File: config.mk
export PLATFORM = sky130hd
export DESIGN_NAME = dmem_store_buffer_flat
export DESIGN_NICKNAME = d
export VERILOG_FILES = /design/src/rtl/dmem_store_buffer_pkg.sv /design/src/rtl/dmem_store_buffer_if.sv /design/src/rtl/dmem_store_buffer_sb_forward.sv /design/src/rtl/dmem_store_buffer.sv /design/src/flat_wrapper.sv
export SDC_FILE = /design/constraint.sdc
export NUM_CORES = 1
export LEC_CHECK = 0
export BUFFER_PORTS_ARGS = -buffer_cell sky130_fd_sc_hd__buf_4
export CAP_MARGIN = 0
export CORE_MARGIN = 2
export CORE_UTILIZATION = 45
export DETAILED_ROUTE_END_ITERATION = 8
export GPL_TIMING_DRIVEN = 1
export PLACE_DENSITY = 0.73
export SLEW_MARGIN = 10
export SYNTH_ARGS = -nofsm -noshare
export SYNTH_HDL_FRONTEND = slang
export SYNTH_SLANG_ARGS = --single-unit
export TNS_END_PERCENT = 1
File: constraint.sdc
create_clock -name clk -period 3.3 [get_ports clk]
set_input_delay 0 -clock clk [delete_from_list [all_inputs] [get_ports clk]]
set_output_delay 0 -clock clk [all_outputs]
set_load 0.01 [all_outputs]
File: src/rtl/dmem_store_buffer_pkg.sv
// Shared types and helpers for the data-memory store buffer: the buffered
// entry layout plus the strobe/lane encoding used on both the enqueue and
// the load-forwarding side.
package dmem_store_buffer_pkg;

   // One buffered store: word address, lane-aligned data and byte strobes.
   typedef struct packed {
      logic [29:0] addr;
      logic [31:0] data;
      logic [3:0]  strb;
   } sbEntry_t;

   // Word accesses touch every lane; byte accesses touch only the lane
   // picked by the low address bits.
   function automatic logic [3:0] laneStrb(input logic byteAccess,
                                           input logic [1:0] lane);
      logic [3:0] strb;
      if (byteAccess) begin
         strb = 4'b0001 << lane;
      end else begin
         strb = 4'b1111;
      end
      return strb;
   endfunction

   // Build a buffer entry from the core store request. Byte data is
   // replicated to all lanes so the strobe alone decides which lane lands.
   // Word stores drop the low address bits, so misaligned word stores
   // simply hit the containing word.
   function automatic sbEntry_t encodeStore(input logic byteAccess,
                                            input logic [31:0] byteAddr,
                                            input logic [31:0] wdata);
      sbEntry_t e;
      e.addr = byteAddr[31:2];
      e.strb = laneStrb(byteAccess, byteAddr[1:0]);
      if (byteAccess) begin
         e.data = {4{wdata[7:0]}};
      end else begin
         e.data = wdata;
      end
      return e;
   endfunction

   // Pick one byte out of a word by lane number.
   function automatic logic [7:0] selectByte(input logic [31:0] word,
                                             input logic [1:0] lane);
      logic [7:0] b;
      case (lane)
         2'd0:    b = word[7:0];
         2'd1:    b = word[15:8];
         2'd2:    b = word[23:16];
         default: b = word[31:24];
      endcase
      return b;
   endfunction

endpackage

File: src/rtl/dmem_store_buffer_if.sv
// Backing-RAM side of the store buffer: a combinational word read port and
// a valid/ready write request port carrying one buffered entry at a time.
interface dmem_store_buffer_if;

   logic [29:0] mem_raddr;
   logic [31:0] mem_rdata;
   logic        mem_wvalid;
   logic [29:0] mem_waddr;
   logic [31:0] mem_wdata;
   logic [3:0]  mem_wstrb;
   logic        mem_wready;

   // The store buffer drives addresses and write requests.
   modport master (
      output mem_raddr,
      input  mem_rdata,
      output mem_wvalid,
      output mem_waddr,
      output mem_wdata,
      output mem_wstrb,
      input  mem_wready
   );

   // The backing RAM answers reads and accepts writes.
   modport slave (
      input  mem_raddr,
      output mem_rdata,
      input  mem_wvalid,
      input  mem_waddr,
      input  mem_wdata,
      input  mem_wstrb,
      output mem_wready
   );

endinterface

File: src/rtl/dmem_store_buffer_sb_forward.sv
// Load forwarding merge: overlays every live buffered store that hits the
// load's word onto the RAM read data, oldest first, so the youngest
// matching store wins each byte lane.
module sb_forward
   import dmem_store_buffer_pkg::*;
#(
   parameter int DEPTH = 4,
   parameter int PTR_W = $clog2(DEPTH),
   parameter int CNT_W = $clog2(DEPTH + 1)
) (
   input  sbEntry_t         entries_i [DEPTH],
   input  logic [PTR_W-1:0] rdPtr_i,
   input  logic [CNT_W-1:0] count_i,
   input  logic [29:0]      addr_i,
   input  logic [31:0]      rdata_i,
   output logic [31:0]      merged_o
);

   logic [PTR_W-1:0] idx;

   // Walk live entries from oldest to youngest; later hits overwrite
   // earlier ones lane by lane, leaving the youngest store's bytes on top.
   always_comb begin
      merged_o = rdata_i;
      idx      = '0;
      for (int i = 0; i < DEPTH; i++) begin
         idx = rdPtr_i + PTR_W'(i);
         if ((CNT_W'(i) < count_i) && (entries_i[idx].addr == addr_i)) begin
            for (int b = 0; b < 4; b++) begin
               if (entries_i[idx].strb[b]) begin
                  merged_o[8*b +: 8] = entries_i[idx].data[8*b +: 8];
               end
            end
         end
      end
   end

endmodule

File: src/rtl/dmem_store_buffer.sv
// Store buffer between the core data-memory port and the backing RAM.
// Stores are queued in order and drained one per accepted write; loads
// see buffered data through a zero-latency forwarding merge.
module dmem_store_buffer
   import dmem_store_buffer_pkg::*;
#(
   parameter int DEPTH = 4
) (
   input  logic        clk,
   input  logic        reset,
   input  logic        MemWrite,
   input  logic        BEDmem,
   input  logic [31:0] ALUResult,
   input  logic [31:0] WriteData,
   output logic [31:0] ReadData,
   output logic        StallM,
   dmem_store_buffer_if.master mem
);

   localparam int PTR_W = $clog2(DEPTH);
   localparam int CNT_W = $clog2(DEPTH + 1);

   sbEntry_t         entries_q [DEPTH];
   logic [PTR_W-1:0] wrPtr_q, wrPtr_d;
   logic [PTR_W-1:0] rdPtr_q, rdPtr_d;
   logic [CNT_W-1:0] count_q, count_d;

   logic     empty;
   logic     full;
   logic     push;
   logic     pop;
   sbEntry_t newEntry;
   logic [31:0] mergedWord;

   // Occupancy and handshake decisions. A full buffer can still take a
   // store in the same cycle the RAM accepts the oldest entry.
   always_comb begin
      empty    = (count_q == '0);
      full     = (count_q == CNT_W'(DEPTH));
      pop      = !empty && mem.mem_wready;
      push     = MemWrite && (!full || pop);
      StallM   = MemWrite && full && !mem.mem_wready;
      newEntry = encodeStore(BEDmem, ALUResult, WriteData);
   end

   // Next pointer and count values; pointers wrap naturally because DEPTH
   // is a power of two.
   always_comb begin
      wrPtr_d = wrPtr_q;
      rdPtr_d = rdPtr_q;
      count_d = count_q;
      if (push) begin
         wrPtr_d = wrPtr_q + PTR_W'(1);
      end
      if (pop) begin
         rdPtr_d = rdPtr_q + PTR_W'(1);
      end
      case ({push, pop})
         2'b10:   count_d = count_q + CNT_W'(1);
         2'b01:   count_d = count_q - CNT_W'(1);
         default: count_d = count_q;
      endcase
   end

   // Queue bookkeeping; clearing the count is enough to discard every
   // buffered store and drop the write request immediately.
   always_ff @(posedge clk or negedge reset) begin
      if (!reset) begin
         wrPtr_q <= '0;
         rdPtr_q <= '0;
         count_q <= '0;
      end else begin
         wrPtr_q <= wrPtr_d;
         rdPtr_q <= rdPtr_d;
         count_q <= count_d;
      end
   end

   // Entry payload storage; validity lives entirely in the count, so the
   // payload itself carries no reset.
   always_ff @(posedge clk) begin
      if (push) begin
         entries_q[wrPtr_q] <= newEntry;
      end
   end

   // Backing-RAM ports: the oldest entry is always on the write bus, and
   // the read address simply tracks the core address.
   always_comb begin
      mem.mem_wvalid = !empty;
      mem.mem_waddr  = entries_q[rdPtr_q].addr;
      mem.mem_wdata  = entries_q[rdPtr_q].data;
      mem.mem_wstrb  = entries_q[rdPtr_q].strb;
      mem.mem_raddr  = ALUResult[31:2];
   end

   sb_forward #(
      .DEPTH (DEPTH),
      .PTR_W (PTR_W),
      .CNT_W (CNT_W)
   ) u_forward (
      .entries_i (entries_q),
      .rdPtr_i   (rdPtr_q),
      .count_i   (count_q),
      .addr_i    (ALUResult[31:2]),
      .rdata_i   (mem.mem_rdata),
      .merged_o  (mergedWord)
   );

   // Load data back to the core: full merged word, or one zero-extended
   // byte chosen by the low address bits.
   always_comb begin
      if (BEDmem) begin
         ReadData = {24'b0, selectByte(mergedWord, ALUResult[1:0])};
      end else begin
         ReadData = mergedWord;
      end
   end

endmodule

File: src/flat_wrapper.sv
// flat-port wrapper written by rule: the top's interface ports become plain ports
module dmem_store_buffer_flat import dmem_store_buffer_pkg::*;
#(
   parameter int DEPTH = 4
)
  (clk, reset, MemWrite, BEDmem, ALUResult, WriteData, ReadData, StallM, mem_mem_raddr, mem_mem_rdata, mem_mem_wvalid, mem_mem_waddr, mem_mem_wdata, mem_mem_wstrb, mem_mem_wready);
  dmem_store_buffer_if mem_i ();
  input  logic clk;
  input  logic reset;
  input  logic MemWrite;
  input  logic BEDmem;
  input  logic [31:0] ALUResult;
  input  logic [31:0] WriteData;
  output logic [31:0] ReadData;
  output logic StallM;
  output wire logic [$bits(mem_i.mem_raddr)-1:0] mem_mem_raddr;
  input wire logic [$bits(mem_i.mem_rdata)-1:0] mem_mem_rdata;
  output wire logic [$bits(mem_i.mem_wvalid)-1:0] mem_mem_wvalid;
  output wire logic [$bits(mem_i.mem_waddr)-1:0] mem_mem_waddr;
  output wire logic [$bits(mem_i.mem_wdata)-1:0] mem_mem_wdata;
  output wire logic [$bits(mem_i.mem_wstrb)-1:0] mem_mem_wstrb;
  input wire logic [$bits(mem_i.mem_wready)-1:0] mem_mem_wready;
  assign mem_mem_raddr = mem_i.mem_raddr;
  assign mem_i.mem_rdata = mem_mem_rdata;
  assign mem_mem_wvalid = mem_i.mem_wvalid;
  assign mem_mem_waddr = mem_i.mem_waddr;
  assign mem_mem_wdata = mem_i.mem_wdata;
  assign mem_mem_wstrb = mem_i.mem_wstrb;
  assign mem_i.mem_wready = mem_mem_wready;
  dmem_store_buffer #(.DEPTH(DEPTH)) u_core (.clk(clk), .reset(reset), .MemWrite(MemWrite), .BEDmem(BEDmem), .ALUResult(ALUResult), .WriteData(WriteData), .ReadData(ReadData), .StallM(StallM), .mem(mem_i));
endmodule
======== Word-level counts from Yosys, hierarchy flattened ========
Index checks and enable logic that the tools add are counted.
word-level totals
  bits in read-only memories .............. 0
  input bits .............................. 101
  memories kept ........................... 0
  bits in writable memories ............... 0
  logic and storage cells ................. 102
  register bits ........................... 271
  latch bits .............................. 0
operators by class
  $add $sub $neg .......................... 6
  multiplexer cells ....................... 40
  magnitude comparators ................... 10
  $mul .................................... 0
  div/mod/pow operators ................... 0
  bitwise logic cells ..................... 5
  reductions and logical operators ........ 16
  eq/ne operators ......................... 9
  shift operators ......................... 1
operators by type and width
  cell                 number
  $mux 66              9
  $bmux 66 s2          4
  $bwmux 264           1
  $mux 32              6
  $demux 66 s2         1
  $mux 8               16
  $eq 30x30->1         4
  $pmux 8 s3           1
  $ge 3x3->1 const B   5
  $not 2->3            5
  $logic_and 1x1->1    9
  $lt 1x3->1 const A   2
  $lt 2x3->1 const A   2
  $pmux 3 s2           1
  $add 2x1->2 const B  2
  $add 2x2->2 const B  2
  $eq 2x1->1 const B   2
  $eq 2x2->1 const B   2
  $mux 4               1
  $shl 1x2->4 const A  1
  $add 3x1->3 const B  1
  $eq 3x3->1 const B   1
  $logic_not 1->1      3
  $logic_not 3->1      1
  5 further kinds      5

======== Logic depth before layout (Yosys ltp) ========
Gate-level depths: netlist of run 1.
  word-level depth ........................ 15
  mapped depth ............................ 17
  gate-level depth less buffers ........... 10

======== Cells and area by module ========
Synthesis of run 1 repeated with hierarchy kept, for this count alone.
unflattened totals
  cell total of the unflattened synthesis .. 1808
  area total of the unflattened synthesis .. 20377.0 µm²
by module, submodules not included
  module             cells an instance  area each (µm²)  instances
  dmem_store_buffer  544                10881.7          1
  sb_forward         1264               9495.4           1

======== Least setup slack after synthesis of run 1 ========
Ideal clock, no wire load.
  path kind ............................... register to output
  start ................................... register u_core.rdPtr_q[0]
  end ..................................... output ReadData[5]
  data arrival time ....................... 3.508 ns
  stages on the path, launching flop included .. 14
  buffers on the path ..................... 4
  slack ................................... -0.208 ns
  cell sequence ........................... dfrtp_1 -> buf_6 -> buf_6 -> inv_2 -> buf_2 -> buf_2 -> mux2i_1 -> o221ai_1 -> nor4b_4 -> nand3_1 -> mux2i_1 -> o22ai_1 -> nor3b_1 -> nor4_1
on the way
  cells in the longest elaborated chain, start to end .. 15
  elaborated cells between the ends (all ways) .. 49
  classes of those cells .................. 3 x add/sub; 4 x eq/ne; 34 x mux; 4 x bitwise; 4 x reduce/logical
ends and longest elaborated chain
  what                                          line                                RTL
  from (decl)                                   dmem_store_buffer.sv:25             logic [PTR_W-1:0] rdPtr_q, rdPtr_d;
  from (signal assigned)                        dmem_store_buffer.sv:74             rdPtr_q <= rdPtr_d;
  $not 2->3 *                                   n/a
  $bmux 66 s2 *                                 n/a
  $mux 66 (implied by the code) * (2 in a row)  dmem_store_buffer_sb_forward.sv:31  merged_o[8*b +: 8] = entries_i[idx].data[8*b +: 8];
  via mem_mem_waddr[13]                         flat_wrapper.sv:19                  output wire logic [$bits(mem_i.mem_waddr)-1:0] mem_mem_waddr;
  $eq 30x30->1 *                                dmem_store_buffer_sb_forward.sv:28  if ((CNT_W'(i) < count_i) && (entries_i[idx].addr == addr_i)) begin
  $logic_and 1x1->1 *                           dmem_store_buffer_sb_forward.sv:28
  $mux 32 *                                     dmem_store_buffer_sb_forward.sv:28
  $mux 8                                        dmem_store_buffer_sb_forward.sv:30  if (entries_i[idx].strb[b]) begin
  $mux 32 *                                     dmem_store_buffer_sb_forward.sv:28
  $mux 8                                        dmem_store_buffer_sb_forward.sv:30
  $mux 32 *                                     dmem_store_buffer_sb_forward.sv:28
  $mux 8                                        dmem_store_buffer_sb_forward.sv:30
  $mux 32 *                                     dmem_store_buffer_sb_forward.sv:28
  $pmux 8 s3                                    dmem_store_buffer_pkg.sv:48         case (lane)
  $mux 32 *                                     dmem_store_buffer.sv:113            if (BEDmem) begin
  to (decl)                                     flat_wrapper.sv:14                  output logic [31:0] ReadData;
The timed path passes the listed nets; every way through them passes the cells marked *. The select of a mux whose other input is x is not followed.

======== Worst setup path in the final report of run 1 ========
  start ................................... register u_core.rdPtr_q[1]
  end ..................................... output ReadData[2]
on the way
  cells in the longest elaborated chain, start to end .. 15
  elaborated cells between the ends (all ways) .. 49
  classes of those cells .................. 3 x add/sub; 4 x eq/ne; 34 x mux; 4 x bitwise; 4 x reduce/logical
ends and longest elaborated chain
  what                                                                  line
  parallel branches: the longest is 12 deep, another holds $add 2x1->2  n/a
  $mux 32 *                                                             dmem_store_buffer_sb_forward.sv:28
  $pmux 8 s3                                                            dmem_store_buffer_pkg.sv:48
  $mux 32 *                                                             dmem_store_buffer.sv:113
Mark *: on every way between the ends. The select of a mux whose other input is x is not followed.

==> results of run 1 <==
[flip-flops by register name (all words and copies together) (netlist names)]
name	count
u_core.entries_q	264
u_core.count_q	3
u_core.rdPtr_q	2
u_core.wrPtr_q	2
[timing repair]
| action | CTS | global route |
|---|---|---|
| hold buffers | 64 | 0 |
| endpoints found under the setup margin | 61 | 45 |
| endpoints found under the hold margin | 251 | 0 |
| setup buffers | 12 | 5 |
| resized for setup | 43 | 49 |
| pin swaps | 5 | 11 |
| gates cloned | 0 | 2 |
[power by group]
group	switching [W]	total [W]	internal, W	leakage (nW)
registers	0.000378	0.00495	0.00457	2.51
clock network	0.00144	0.00340	0.00196	0.479
logic	0.00742	0.0141	0.00672	7.72
[cells in the mapped netlist (all sizes together) (21+ instances only)]
| cell | n | share of area |
|---|---|---|
| nand4 | 21 | 0.0080 |
| a211oi | 23 | 0.0096 |
| nand3 | 22 | 0.0061 |
| clkbuf | 47 | 0.0093 |
| nor3 | 44 | 0.012 |
| inv | 47 | 0.0093 |
| xnor2 | 91 | 0.042 |
| buf | 105 | 0.039 |
| nor2 | 107 | 0.022 |
| mux2i | 271 | 0.14 |
| mux4 | 39 | 0.046 |
| edfxtp | 264 | 0.42 |
| nand2 | 86 | 0.017 |
| a21oi | 67 | 0.018 |
| mux2 | 66 | 0.039 |
| o21ai | 90 | 0.024 |
[worst register-to-register path, stage by stage (launching register included)]
cell and delay [ps]:
dfrtp_1 450, buf_4 170, inv_1 60, ha_1 200
nand3b_1 210, and3_4 520, buf_12 330
[through the flow]
stage	setup TNS, ps	instance area (um^2)	setup WS [ps]
CTS	-35960	25900	-1330
global placement	-20280	23900	-968
global route	-39790	26200	-1450
floorplan	-44.8	19000	-11.1
finish	-36220	26200	-1390
detailed placement	-22190	23900	-1000
[cells by family (layout without fill, tap and decap cells)]
group,Yosys count,in the layout,share of synthesized area
flip-flops,271,271,0.427
buffers and inverters,200,844,0.0575
multiplexers,376,376,0.229
AND/OR/NAND/NOR,400,400,0.110
adder cells (fa/ha/maj),8,8,0.00527
XOR/XNOR,105,105,0.0484
AO/OA/AOI/OAI,339,339,0.122
[final cells by class]
| cell class | instances | area share |
|---|---|---|
| clock buffers | 39 | 0.0307 |
| clock inverters | 17 | 0.00727 |
| inverters | 48 | 0.00717 |
| multi-input cells | 1228 | 0.390 |
| flip-flops and latches | 271 | 0.310 |
| well taps | 539 | 0.0258 |
| repair buffers | 740 | 0.229 |
[path summary, 6_finish.rpt]
check / startpoint / slack, ps / cells after the start / endpoint
setup / recovery: u_core.rdPtr_q[1] / -1390 / 16 / ReadData[2]
hold / removal: WriteData[15] / 80 / 3 / u_core.entries_q[217]
setup reg to reg: u_core.count_q[1] / 930 / 6 / u_core.entries_q[261]
hold reg to reg: u_core.wrPtr_q[1] / 660 / 2 / u_core.wrPtr_q[1]
max in group asynchronous: reset / 2580 / 3 / u_core.rdPtr_q[1]
min in group asynchronous: reset / 400 / 3 / u_core.rdPtr_q[0]
[layer usage]
metal  vias up  part of all wire  track usage
met2       940              0.44        0.486
met3       162             0.095       0.0634
li1       7720                 -            -
met1      8566              0.43        0.442
met5         -                 0            0
met4         0             0.035        0.105
==> results by group, run 1 <==
Finish
  – Most common cell after layout, fill and taps aside: buf_4
  – Reg area: 0.00811 mm^2
  – # diodes: 0
  – Most frequent cells in the layout: buf_4, edfxtp_1, mux2i_1, nor2_1, nand2_1
  – Layout cells sized above 1: 0.394
  – Post-layout util: 0.627
  – Multi-input logic area: 0.0102 mm^2
  – P&R area growth vs syn: 37.8%
  – Nets@finish: 2428
  – Fill cells: 3291
  – Final non-filler cell total: 2882

Clocking
  – Clk Latency, worst-skew pair: 600 ps
  – CTS Root Cell: clkbuf_16
  – CTS H-tree depth: 1
  – Clk buf depth: 3
  – CTS Buf Count: 30
  – TritonCTS clock tree: done
  – CTS clk-pin slew, worst paths: 60 ps
  – CTS Sinks: 271

Synthesis
  – Post-Syn Instances: 1699
  – Syn Std Cell Area: 0.0190 mm^2
  – Post-Syn Area per Cell: 11.2 um^2
  – Syn Nets: 1808
  – Yosys cell types: 89
  – Synth Flop Type: edfxtp_1
  – Async S/R FF share, synth: 0.0258
  – EDFF count, synth: 264
  – Yosys reg bits: 271
  – Synth warn: 0
  – Sequential area share after synthesis: 0.427

Floorplan
  – Die area: 0.0439 mm^2
  – Die height: 209 um
  – Starting Density: 0.455
  – Row cnt: 75
  – Die extent in x: 209 um
  – Num ports: 231
  – Core area: 0.0418 mm^2

Global route
  – Largest net degree at the start of global routing: 71
  – Vias in the first global route: 17.1k
  – Total global routing overflow: 0
  – Gr usage total: 0.314
  – Initial antenna violation count: 1
  – Global-route wire length before repair: 104 mm

Routing
  – First-pass DRT Iterations: 6
  – Antenna Nets Post-Route: 0
  – Mean number of vias per cell: 6.03
  – Final wirelength: 71.1 mm
  – Post-route DRC: 0
  – DRT iter0 DRCs: 1900
  – Detailed-route wire length per cell: 24.7 um
  – Via Count: 17.4k

Place
  – HPWL after DPL: 52.5 mm
  – Gpl congestion: 0.962
  – Dpl cells: 2743
  – Buffers on Ports: 230

Status
  – Run status: finished with violations
  – Failing checks: setup timing

Worst setup path
  – Slowest stage delay, CP: 570 ps
  – Critical path, cell by cell: buf_8 > buf_12 > clkbuf_16 > mux2i_2 > mux2i_1 > a211o_1 > o2111ai_1 > or4b_4 > buf_4 > nor3_4 > buf_4 > a211o_1 > o211ai_1 > a31oi_1 > and3_1 > buf_4
  – Worst EP required: 3300 ps
  – Slowest cell on crit path: or4b_4
  – Critical path buffers and inverters: 6
  – Crit path arrival time: 4690 ps
  – Worst path top cell family by delay: simple AND/OR/NAND/NOR gates
  – Setup crit end kind: output port
  – CP Max Fanout: 15
  – Crit path top cell by count: buf_4
  – Kind of critical path: reg2out
  – CP Launch Type: flop

Pwr
  – Power per cell area: 860 mW/mm^2
  – LEAKAGE: 10.7 nW
  – Total power: 0.0225 W
  – Max IR drop VDD: 0.000508 V

Worst hold path
  – Worst hold-check path type: in2reg

STA
  – Max Fclk: 213 MHz
  – Final setup fails: 32
  – Slew @ Worst Pin: 1000 ps
  – Setup ws final: -1390 ps
  – Final worst-path cycle share: 1.42
  – Slew headroom: 0.327
  – RSZ-0062 raised after global routing: yes
  – Final Critical Period: 4690 ps
  – Final hold violation count: 0
  – Final Slew Violations: 0
  – Worst Clk Skew: 18.9 ps
  – Worst hold slack: 80.7 ps

Job
  – Max cap viols: 0
Note: power is estimated with default switching activity, not from simulation.
==> inputs of run 2 (changes only) <==
Settings changed: CORE_UTILIZATION 45 to 50, PLACE_DENSITY 0.73 to 0.79.
==> results by group, run 2 (synthesis results as in run 1) <==
Pwr
  – Share of total power in combinational logic: 0.632
  – Clk pwr share: 0.149
  – Switching pwr: 0.00929 W
  – Power per cell area: 856 mW/mm^2
  – Total power: 0.0226 W
  – LEAKAGE: 10.9 nW
  – Pint: 0.0133 W
  – Flop pwr share: 0.219
  – Max IR drop VDD: 0.00102 V
  – Sw Ratio: 0.411

Worst setup path
  – Worst R2R End: u_core.entries_q[82]
  – CP Launch Type: flop
  – Worst EP required: 3300 ps
  – Crit path arrival time: 4700 ps
  – Reg2Reg Setup Slack: 930 ps
  – CP Max Fanout: 13
  – R2R cell count: 6
  – Worst Setup EP: ReadData[5]
  – CP startpoint: u_core.rdPtr_q[1]
  – Setup crit end kind: output port
  – Kind of critical path: reg2out
  – Worst r2r src: u_core.count_q[0]

Worst hold path
  – Worst hold-check path type: in2reg

STA
  – Slew @ Worst Pin: 1080 ps
  – Max Fclk: 213 MHz
  – Final Critical Period: 4700 ps
  – Slew headroom: 0.274
  – Worst hold slack: 90.0 ps
  – Final hold violation count: 0
  – Final worst-path cycle share: 1.42
  – Final Slew Violations: 0
  – Setup ws final: -1400 ps
  – Final setup fails: 32
  – RSZ-0062 raised after global routing: yes
  – Worst Clk Skew: 12.8 ps

Clocking
  – Clk buf depth: 3
  – CTS Buf Count: 29
  – CTS Root Cell: clkbuf_16
  – Clk Latency, worst-skew pair: 600 ps
  – CTS clk-pin slew, worst paths: 60 ps
  – TritonCTS clock tree: done
  – CTS H-tree depth: 1
  – CTS Sinks: 271

Global route
  – Total global routing overflow: 0
  – Vias in the first global route: 17.3k
  – Largest net degree at the start of global routing: 114
  – Initial antenna violation count: 3
  – Global-route wire length before repair: 105 mm
  – Gr usage total: 0.356

Status
  – Run status: finished with violations
  – Failing checks: setup timing

Finish
  – Most frequent cells in the layout: buf_4, edfxtp_1, mux2i_1, nor2_1, nand2_1
  – P&R area growth vs syn: 39.2%
  – Biggest register: u_core.entries_q
  – Most common cell after layout, fill and taps aside: buf_4
  – Final non-filler cell total: 2879
  – Nets@finish: 2455
  – Largest regs: u_core.entries_q: 264 flops, u_core.count_q: 3 flops
  – # diodes: 0
  – Max FFs per register: 264
  – Post-layout util: 0.705
  – Layout cells sized above 1: 0.407
  – Final non-filler cell area: 0.0264 mm^2

Routing
  – Met3 wire length: 7.20 mm
  – Mean number of vias per cell: 6.08
  – Met2 wire len: 32.6 mm
  – DRT iter0 DRCs: 2151
  – Final wirelength: 71.6 mm
  – First-pass DRT Iterations: 6
  – DR top layer: met5
  – Detailed-route wire length per cell: 24.9 um
  – Antenna Nets Post-Route: 0
  – Via Count: 17.5k
  – M1 WL: 29.6 mm
  – Post-route DRC: 0

Place
  – Gpl congestion: 0.993
  – Placed cell area: 0.0241 mm^2
  – HPWL after DPL: 51.9 mm
  – Buffers on Ports: 230
  – Dpl cells: 2735

Floorplan
  – Die extent in x: 199 um
  – Starting Density: 0.506
  – Die height: 199 um
  – Row cnt: 71
  – Core area: 0.0375 mm^2
  – Num ports: 231
  – Die area: 0.0395 mm^2

Job
  – Max cap viols: 0
==> run 2: cell types whose count changed in the layout (fill, tap and decap cells not counted), moves of 4 or more <==
cell | previous run | this run
a31oi_1 | 9 | 5
dlygate4sd3_1 | 64 | 69
clkinv_2 | 5 | 10
buf_6 | 5 | 9
buf_4 | 649 | 667
clkbuf_1 | 7 | 1
==> run 2: timing repair <==
action,4_1_cts,5_1_grt
hold buffers,69,0
setup endpoints to repair,32,32
cloned,1,1
pin swaps,14,13
gates resized for setup,66,39
hold endpoints to repair,268,0
setup buffers,15,5
==> run 2: final cells by class <==
type	count	area [um^2]
fill	2776	11100
clock inverter	23	229
timing repair buffer	768	6280
tap	511	639
clock buffer	30	729
multi-input combinational	1228	10300
inverter	48	185
sequential	271	8110
==> run 2: critical path: stages (launching register included) <==
cell	delay (ps)
dfrtp_4	550
buf_12	180
mux2i_1	140
a22o_1	250
or4_4	540
nand4b_1	320
buf_4	230
a2111oi_2	330
buf_4	180
o2111ai_2	120
buf_12	180
nor2_1	130
o22ai_1	110
nor3b_1	160
buf_4	140
nor4_2	340
buf_4	180
==> run 2: worst min-delay path by stage <==
stage,depth (start not counted),slack (ps),endpoint,startpoint
floorplan,0,-300,u_core.count_q[0],reset
global placement,1,-180,u_core.wrPtr_q[1],reset
detailed placement,1,-180,u_core.wrPtr_q[0],reset
CTS,3,50,u_core.entries_q[167],WriteData[31]
global route,3,90,u_core.entries_q[167],WriteData[31]
finish,3,90,u_core.entries_q[167],WriteData[31]
==> run 2: routing by layer <==
layer / global-route usage / vias up
met4: 0.103 / 4
met3: 0.0727 / 153
met5: 0 / -
met2: 0.563 / 949
li1: - / 7778
met1: 0.497 / 8629
==> run 2: through the flow <==
| stage | setup TNS (ps) | setup WS [ps] |
|---|---|---|
| after floorplan | -44.8 | -11.1 |
| after global placement | -21820 | -999 |
| after detailed placement | -21710 | -938 |
| after CTS | -36570 | -1330 |
| after global routing | -41970 | -1510 |
| final | -38130 | -1400 |
==> run 2: power groups by stage <==
stage                     Clock [W]  Sequential, W  Combinational, W
final                       0.00337        0.00495            0.0143
after global routing        0.00350        0.00499            0.0150
after detailed placement          0        0.00498            0.0133
after CTS                   0.00337        0.00492            0.0138
after global placement            0        0.00494            0.0131
after floorplan                   0        0.00488           0.00741
